===== src/rtl/stack_core.sv =====
`default_nettype none
// ============================================================================
// Module      : stack_core
// Description : Multicycle stack-machine core (FSM, PC, IR, LIFO, ALU) with a
//               single synchronous memory port, run gating and sticky traps.
// Revision    : 1.0 - initial release
// ============================================================================
module stack_core #(
  parameter int DATA_W = 8,
  parameter int ADDR_W = 5,
  parameter int DEPTH  = 8
) (
  input  logic                       clk,
  input  logic                       rst,
  input  logic                       run,
  output logic [ADDR_W-1:0]          mem_addr,
  output logic                       mem_rd,
  output logic                       mem_wr,
  output logic [DATA_W-1:0]          mem_wdata,
  input  logic [DATA_W-1:0]          mem_rdata,
  output logic [2:0]                 opcode,
  output logic [ADDR_W-1:0]          pc,
  output logic [$clog2(DEPTH+1)-1:0] depth,
  output logic [DATA_W-1:0]          tos,
  output logic                       halted,
  output logic                       err_ovf,
  output logic                       err_unf,
  output logic                       retire
);

  localparam int c_depthW = $clog2(DEPTH + 1);
  localparam int c_idxW   = $clog2(DEPTH);

  localparam logic [2:0] c_opPush = 3'd0;
  localparam logic [2:0] c_opPop  = 3'd1;
  localparam logic [2:0] c_opAdd  = 3'd2;
  localparam logic [2:0] c_opSub  = 3'd3;
  localparam logic [2:0] c_opAnd  = 3'd4;
  localparam logic [2:0] c_opNot  = 3'd5;
  localparam logic [2:0] c_opJmp  = 3'd6;
  localparam logic [2:0] c_opJz   = 3'd7;

  typedef enum logic [2:0] {
    FETCH  = 3'd0,
    DECODE = 3'd1,
    EXEC   = 3'd2,
    WB     = 3'd3,
    HALT   = 3'd4
  } state_t;

  state_t                r_state;
  logic [ADDR_W-1:0]     r_pc;
  logic [DATA_W-1:0]     r_ir;
  logic [c_depthW-1:0]   r_depth;
  logic [DATA_W-1:0]     r_stack [DEPTH];
  logic                  r_halted;
  logic                  r_errOvf;
  logic                  r_errUnf;

  logic [2:0]            w_opcode;
  logic [ADDR_W-1:0]     w_irAddr;
  logic                  w_empty;
  logic                  w_full;
  logic                  w_lessTwo;
  logic [c_idxW-1:0]     w_topIdx;
  logic [c_idxW-1:0]     w_nosIdx;
  logic [c_idxW-1:0]     w_pushIdx;
  logic [DATA_W-1:0]     w_tos;
  logic [DATA_W-1:0]     w_nos;
  logic                  w_isAlu;
  logic                  w_needOne;
  logic                  w_ovfTrap;
  logic                  w_unfTrap;
  logic                  w_trap;
  logic                  w_commit;
  logic [DATA_W-1:0]     w_alu;

  assign w_opcode  = r_ir[ADDR_W+2:ADDR_W];
  assign w_irAddr  = r_ir[ADDR_W-1:0];

  assign w_empty   = (r_depth == '0);
  assign w_full    = (r_depth == c_depthW'(DEPTH));
  assign w_lessTwo = (r_depth < c_depthW'(2));

  // Slot indices are only meaningful when the trap checks have passed.
  assign w_topIdx  = c_idxW'(r_depth - c_depthW'(1));
  assign w_nosIdx  = c_idxW'(r_depth - c_depthW'(2));
  assign w_pushIdx = c_idxW'(r_depth);

  assign w_tos     = r_stack[w_topIdx];
  assign w_nos     = r_stack[w_nosIdx];

  assign w_isAlu   = (w_opcode == c_opAdd) || (w_opcode == c_opSub) ||
                     (w_opcode == c_opAnd);
  assign w_needOne = (w_opcode == c_opPop) || (w_opcode == c_opNot) ||
                     (w_opcode == c_opJz);

  assign w_ovfTrap = (w_opcode == c_opPush) && w_full;
  assign w_unfTrap = (w_isAlu && w_lessTwo) || (w_needOne && w_empty);
  assign w_trap    = w_ovfTrap || w_unfTrap;
  assign w_commit  = (r_state == EXEC) && !w_trap;

  always_comb begin
    w_alu = w_nos;
    case (w_opcode)
      c_opAdd: w_alu = w_nos + w_tos;
      c_opSub: w_alu = w_nos - w_tos;
      c_opAnd: w_alu = w_nos & w_tos;
      default: w_alu = w_nos;
    endcase
  end

  // Memory strobes decode the current state so each access lands on the edge
  // that ends it; the fetch strobe is also held off while reset is applied.
  always_comb begin
    mem_rd    = 1'b0;
    mem_wr    = 1'b0;
    mem_addr  = r_pc;
    mem_wdata = w_tos;
    retire    = 1'b0;
    case (r_state)
      FETCH: begin
        mem_rd = run && !rst;
      end
      EXEC: begin
        if (!w_trap) begin
          if (w_opcode == c_opPush) begin
            mem_rd   = 1'b1;
            mem_addr = w_irAddr;
          end else begin
            retire = 1'b1;
            if (w_opcode == c_opPop) begin
              mem_wr   = 1'b1;
              mem_addr = w_irAddr;
            end
          end
        end
      end
      WB: begin
        retire = 1'b1;
      end
      default: begin
        mem_rd = 1'b0;
      end
    endcase
  end

  always_ff @(posedge clk or posedge rst) begin
    if (rst) begin
      r_state  <= FETCH;
      r_pc     <= '0;
      r_ir     <= '0;
      r_depth  <= '0;
      r_halted <= 1'b0;
      r_errOvf <= 1'b0;
      r_errUnf <= 1'b0;
    end else begin
      case (r_state)
        FETCH: begin
          if (run) begin
            r_state <= DECODE;
          end
        end
        DECODE: begin
          r_ir    <= mem_rdata;
          r_pc    <= r_pc + ADDR_W'(1);
          r_state <= EXEC;
        end
        EXEC: begin
          if (w_trap) begin
            r_state  <= HALT;
            r_halted <= 1'b1;
            r_errOvf <= r_errOvf || w_ovfTrap;
            r_errUnf <= r_errUnf || w_unfTrap;
          end else begin
            r_state <= FETCH;
            case (w_opcode)
              c_opPush: r_state <= WB;
              c_opPop, c_opAdd, c_opSub, c_opAnd:
                r_depth <= r_depth - c_depthW'(1);
              c_opJmp: r_pc <= w_irAddr;
              c_opJz: begin
                if (w_tos == '0) begin
                  r_pc <= w_irAddr;
                end
              end
              default: r_state <= FETCH;
            endcase
          end
        end
        WB: begin
          r_depth <= r_depth + c_depthW'(1);
          r_state <= FETCH;
        end
        HALT: begin
          r_state <= HALT;
        end
        default: begin
          r_state <= FETCH;
        end
      endcase
    end
  end

  // Stack contents carry no reset; occupancy alone defines what is valid.
  always_ff @(posedge clk) begin
    if (w_commit && w_isAlu) begin
      r_stack[w_nosIdx] <= w_alu;
    end
    if (w_commit && (w_opcode == c_opNot)) begin
      r_stack[w_topIdx] <= ~w_tos;
    end
    if (r_state == WB) begin
      r_stack[w_pushIdx] <= mem_rdata;
    end
  end

  assign opcode  = w_opcode;
  assign pc      = r_pc;
  assign depth   = r_depth;
  assign tos     = w_empty ? '0 : w_tos;
  assign halted  = r_halted;
  assign err_ovf = r_errOvf;
  assign err_unf = r_errUnf;

endmodule
`default_nettype wire

===== config.mk =====
export PLATFORM = sky130hd
export DESIGN_NAME = stack_core
export DESIGN_NICKNAME = d
export VERILOG_FILES = /design/src/rtl/stack_core.sv
export SDC_FILE = /design/constraint.sdc
export NUM_CORES = 1
export LEC_CHECK = 0
export CORE_AREA = 2 2 103 105
export DETAILED_ROUTE_END_ITERATION = 8
export DIE_AREA = 0 0 105 107
export PLACE_DENSITY = 0.75
export SYNTH_ARGS = -nofsm -noshare
export SYNTH_HDL_FRONTEND = slang
export SYNTH_SLANG_ARGS = --single-unit

===== constraint.sdc =====
create_clock -name clk -period 6.9 [get_ports clk]
set_input_delay 0.69 -clock clk [delete_from_list [all_inputs] [get_ports clk]]
set_output_delay 0.69 -clock clk [all_outputs]
set_load 0.1 [all_outputs]

==> results.json, run 1 <==
{
  "fill_cells": 823,
  "cp-end-kind": "flop",
  "arrival_ns": 5.22,
  "initial_core_util": 0.530,
  "crit_required_ns": 6.95,
  "synth_area_leaders": "edfxtp_1, mux4_2, dfrtp_1",
  "async_flop_share": 0.264,
  "final_hold_viol_count": 0,
  "finalInstanceArea_um2": 6090,
  "diodes": 0,
  "syn_area_um2": 5350,
  "grt_overflow_total": 0,
  "die-height_um": 107,
  "synthDistinctLibCells": 49,
  "die_area_um2": 11200,
  "cts_buffers": 9,
  "io-pin-count": 50,
  "ys_seq_elements": 87,
  "worstMarginPinSlew_ns": 1.09,
  "cts_max_level": 3,
  "use_met1": 0.323,
  "use_met3": 0.0608,
  "area_growth_pct": 13.8,
  "path_max_fanout": 26,
  "cts_buffer_depth": 2,
  "worst_hold_path_type": "flop to flop",
  "clock_skew_ns": 0.0185,
  "clk_latency_ns": 0.38,
  "syn_inst": 460,
  "critical_path_class": "flop to flop",
  "finalWorstSetupSlack_ns": 1.73,
  "antenna_found_initial": 0,
  "final_cell_mix": "edfxtp_1, clkdlybuf4s50_1, nand2_1",
  "ctsRootBufferMaster": "clkbuf_8",
  "rsz0062_at_grt": "false",
  "holdBufCountCts": 0,
  "placed_area_um2": 5910,
  "yosysWarnings": 0,
  "vias_per_cell": 6.19,
  "grt_max_degree": 35,
  "setup-violations-final": 0,
  "cts.sinks": 87,
  "slew_headroom": 0.270,
  "portBuffers": 49,
  "die_w_um": 105,
  "remaining_drc_errors": 0,
  "grtUsageTotal": 0.250,
  "detail-route-antenna-nets": 0,
  "synth_area_leader_cell": "edfxtp_1",
  "path_clk_slew_ns": 0.11,
  "cts_tree": "done",
  "cts_resized": 0,
  "vias": 3929,
  "drt_wl_total_mm": 13.5,
  "setup_tns_ns": 0,
  "drt_iter0_drc": 364,
  "final.period_utilization": 0.749,
  "place_hpwl_mm": 9.80,
  "grt_pass1_vias": 3946,
  "synth_top_area_frac": 0.359,
  "synth_nets": 488,
  "cts_setup_buffers": 0,
  "drive_above_1_share": 0.166,
  "synth_ff_type": "edfxtp_1",
  "drv_slew": 0,
  "cp-start-kind": "flop",
  "grt_pass1_wl_mm": 21.4,
  "num-nets-final": 522,
  "grt_busiest_layer": "met2",
  "core.rowCount": 37,
  "layout.cells.most_common": "edfxtp_1",
  "fmax_mhz": 193,
  "wl_per_cell_um": 21.2,
  "globalRouteMet2Util": 0.405,
  "status": "finished, final reports clean",
  "place_ws_ns": 1.82,
  "final_cells": 635,
  "design.core.area_um2": 10100,
  "place_congestion": 0.900,
  "synth_seq_area_share": 0.467,
  "fin_crit_ns": 5.17,
  "avgSynthCellArea_um2": 11.6,
  "drv_cap": 0,
  "firstDrtPassIters": 5,
  "synth_edf_count": 64,
  "dp.cells": 619
}
synthesized netlist by cell type (3+ instances only):
cell	n
a21o_1	3
a21oi_1	24
a22oi_1	9
a31oi_1	3
and2_1	5
buf_1	3
buf_2	7
buf_4	6
clkbuf_1	14
dfrtp_1	23
edfxtp_1	64
ha_1	16
inv_1	19
mux2_2	18
mux2i_1	9
mux4_2	34
nand2_1	42
nand2b_1	5
nand3_1	7
nor2_1	40
nor2b_1	7
nor3_1	18
o21ai_0	25
o21ai_1	3
o31ai_1	7
or2_2	4
xnor2_1	13
xor2_1	5
per-stage QoR:
stage	hold slack, ns	util
global route	0.499	0.604
CTS	0.469	0.604
global placement	0.444	0.585
floorplan	0.474	-
detailed placement	0.446	0.585
finish	0.468	0.604
registers in the layout, summed over array words and instances (netlist names):
signal	flops
pc	5
r_state	3
err_unf	1
depth	4
r_stack	64
halted	1
err_ovf	1
r_ir	8
path summary, 6_finish.rpt:
| kind | to | from | cells after the start | slack, ns |
|---|---|---|---|---|
| setup / recovery | r_stack[7][7] | depth[1] | 17 | 1.73 |
| hold / removal | err_ovf | err_ovf | 1 | 0.47 |
| setup reg to reg | r_stack[7][7] | depth[1] | 17 | 1.73 |
| hold reg to reg | err_ovf | err_ovf | 1 | 0.47 |
| max in group asynchronous | depth[0] | rst | 2 | 5.43 |
| min in group asynchronous | err_ovf | rst | 2 | 0.84 |
routing by layer:
metal / vias up / part of all wire / wire (um)
li1: 1776 / - / -
met1: 1925 / 0.39 / 5310
met2: 199 / 0.48 / 6520
met3: 29 / 0.090 / 1210
met4: 0 / 0.031 / 418
met5: - / 0 / 0
cells by family after synthesis:
family	count (synthesis)	share of synthesized area
XOR/XNOR	18	0.0295
adder cells (fa/ha/maj)	17	0.0412
AO/OA/AOI/OAI	87	0.100
multiplexers	61	0.198
AND/OR/NAND/NOR	140	0.123
flip-flops	87	0.467
buffers and inverters	50	0.0423
cell type report:
type / count / area [um^2] / area share
Clock inverter: 7 / 61.3 / 0.0101
Tap cell: 136 / 170 / 0.0279
Multi-Input combinational cell: 323 / 2640 / 0.433
Timing Repair Buffer: 54 / 528 / 0.0867
Sequential cell: 87 / 2500 / 0.410
Inverter: 19 / 71.3 / 0.0117
Clock buffer: 9 / 124 / 0.0203
worst max-delay path: stages, from the launching register on:
cell	delay (ns)
dfrtp_1	0.34
buf_4	0.32
inv_1	0.17
ha_1	0.27
xor2_1	0.14
buf_4	0.27
mux4_2	0.52
mux2i_1	0.54
inv_1	0.13
o31ai_1	0.36
xor2_1	0.18
ha_1	0.28
or2_2	0.29
a21oi_1	0.15
a21oi_1	0.07
xnor2_1	0.14
or3_1	0.31
o21ai_0	0.36
Power of run 1 is not shown: default switching activity piles up to over one toggle a cycle in this logic, so the estimate is an artifact.
==> run 2: changes to the inputs <==
==> constraint.sdc (replaced) <==
create_clock -name clk -period 4.9 [get_ports clk]
set_input_delay 0.49 -clock clk [delete_from_list [all_inputs] [get_ports clk]]
set_output_delay 0.49 -clock clk [all_outputs]
set_load 0.1 [all_outputs]
==> run 2 against run 1 <==
Against the previous run: flip-flop and latch count unchanged; worst hold slack improved by 0.0026 ns; die area unchanged; highest routed layer unchanged; clock-buffer cell count unchanged; non-clock buffer count increased by 15; worst setup slack got worse by 1.4 ns; critical path depth decreased by 2; sequential share of layout area decreased by 1.1 points; design area increased by 3.1%; core utilization increased by 1.9 points; clock skew decreased by 0.0059 ns; critical path type unchanged.
==> results.json, run 2 (synthesized netlist as in run 1, its figures left out) <==
{
  "detail-route-antenna-nets": 0,
  "drt_wl_total_mm": 13.6,
  "core.rowCount": 37,
  "design.core.area_um2": 10100,
  "final_cell_mix": "edfxtp_1, buf_4, nand2_1",
  "worst_hold_path_type": "flop to flop",
  "wl_per_cell_um": 20.9,
  "cts_resized": 0,
  "crit_buf_inv": 2,
  "drv_cap": 0,
  "grt_pass1_vias": 3924,
  "holdBufCountCts": 0,
  "cts_tree": "done",
  "cp_slowest_cell": "mux4_2",
  "cp_slowest_stage_delay_ns": 0.62,
  "rsz0062_at_grt": "false",
  "slew_headroom": 0.337,
  "cpMostUsedCell": "clkinvlp_4",
  "area_growth_pct": 17.3,
  "cts_setup_buffers": 0,
  "drt_iter0_drc": 391,
  "die_area_um2": 11200,
  "vias_per_cell": 6.19,
  "final_cells": 650,
  "die_w_um": 105,
  "initial_core_util": 0.530,
  "cts_buffer_depth": 2,
  "final_hold_viol_count": 0,
  "dp.cells": 634,
  "remaining_drc_errors": 0,
  "setup-violations-final": 0,
  "io-pin-count": 50,
  "path_max_fanout": 10,
  "grt_overflow_total": 0,
  "antenna_found_initial": 0,
  "num-nets-final": 537,
  "fmax_mhz": 221,
  "drv_slew": 0,
  "clock_skew_ns": 0.0126,
  "path_clk_slew_ns": 0.09,
  "final.period_utilization": 0.923,
  "worstMarginPinSlew_ns": 0.992,
  "crit_required_ns": 5.07,
  "portBuffers": 49,
  "grt_pass1_wl_mm": 21.5,
  "critical_path_class": "flop to flop",
  "vias": 4025,
  "cp-end-kind": "flop",
  "diodes": 0,
  "largest-register": "r_stack",
  "cp_cell_sequence": "clkinvlp_4, ha_4, xor2_4, mux4_2, mux2i_4, clkinvlp_4, o31ai_2, xor2_1, ha_1, or2_4, a21oi_2, a21oi_1, xnor2_1, or3_1, o21ai_2",
  "clk_latency_ns": 0.39,
  "layout.cells.most_common": "edfxtp_1",
  "cts_max_level": 3,
  "place_hpwl_mm": 10.0,
  "cts_buffers": 9,
  "drive_above_1_share": 0.261,
  "cp-start-kind": "flop",
  "grtUsageTotal": 0.257,
  "place_congestion": 0.963,
  "status": "finished, final reports clean",
  "grt_max_degree": 35,
  "critical-path-top-delay-family": "multiplexers",
  "largest_register_ffs": 64,
  "fin_crit_ns": 4.52,
  "firstDrtPassIters": 5,
  "arrival_ns": 4.69,
  "die-height_um": 107,
  "cts.sinks": 87,
  "ctsRootBufferMaster": "clkbuf_8"
}
[run 2: cell count changes in the layout (fill, tap and decap cells not counted), moves of 3 or more]
cell and delta:
buf_4 +39, clkdlybuf4s50_1 -24, clkinvlp_4 +3, inv_1 -3, inv_6 -3, o21ai_0 -4, o21ai_1 +3
[run 2: worst paths after layout]
kind                            depth (start not counted)     start             to  slack, ns
worst max-delay path                                   15  depth[0]  r_stack[7][7]       0.38
worst min-delay path                                    1   err_ovf        err_ovf       0.47
worst max register to register                         15  depth[0]  r_stack[7][7]       0.38
worst min register to register                          1   err_ovf        err_ovf       0.47
max in group asynchronous                               2       rst       depth[0]       3.57
min in group asynchronous                               2       rst        r_ir[7]       0.65
[run 2: area by class of cell]
cell class              instances  area, um^2
clock buffers                   9         124
multi-input cells             323        2720
repair buffers                 69         581
flip-flops and latches         87        2500
fillers                       807        3810
clock inverters                 7        96.3
inverters                      19        82.6
well taps                     136         170
[run 2: per-layer routing]
metal | wire length [um] | GRT usage
met5 | 0 | 0
met4 | 515 | 0.127
met3 | 993 | 0.0638
met2 | 6400 | 0.395
met1 | 5670 | 0.345
[run 2: stage by stage]
step	setup slack (ns)	setup TNS, ns	util	cell area (um^2)	hold WS (ns)
6_report	0.378	0	0.622	6280	0.471
5_1_grt	0.0403	0	0.622	6280	0.499
4_1_cts	0.426	0	0.622	6280	0.475
3_5_place_dp	0.468	0	0.600	6060	0.457
3_3_place_gp	0.496	0	0.600	6060	0.443
2_1_floorplan	-0.229	-3.49	-	5510	0.474
Power of run 2 is left out for the same reason.
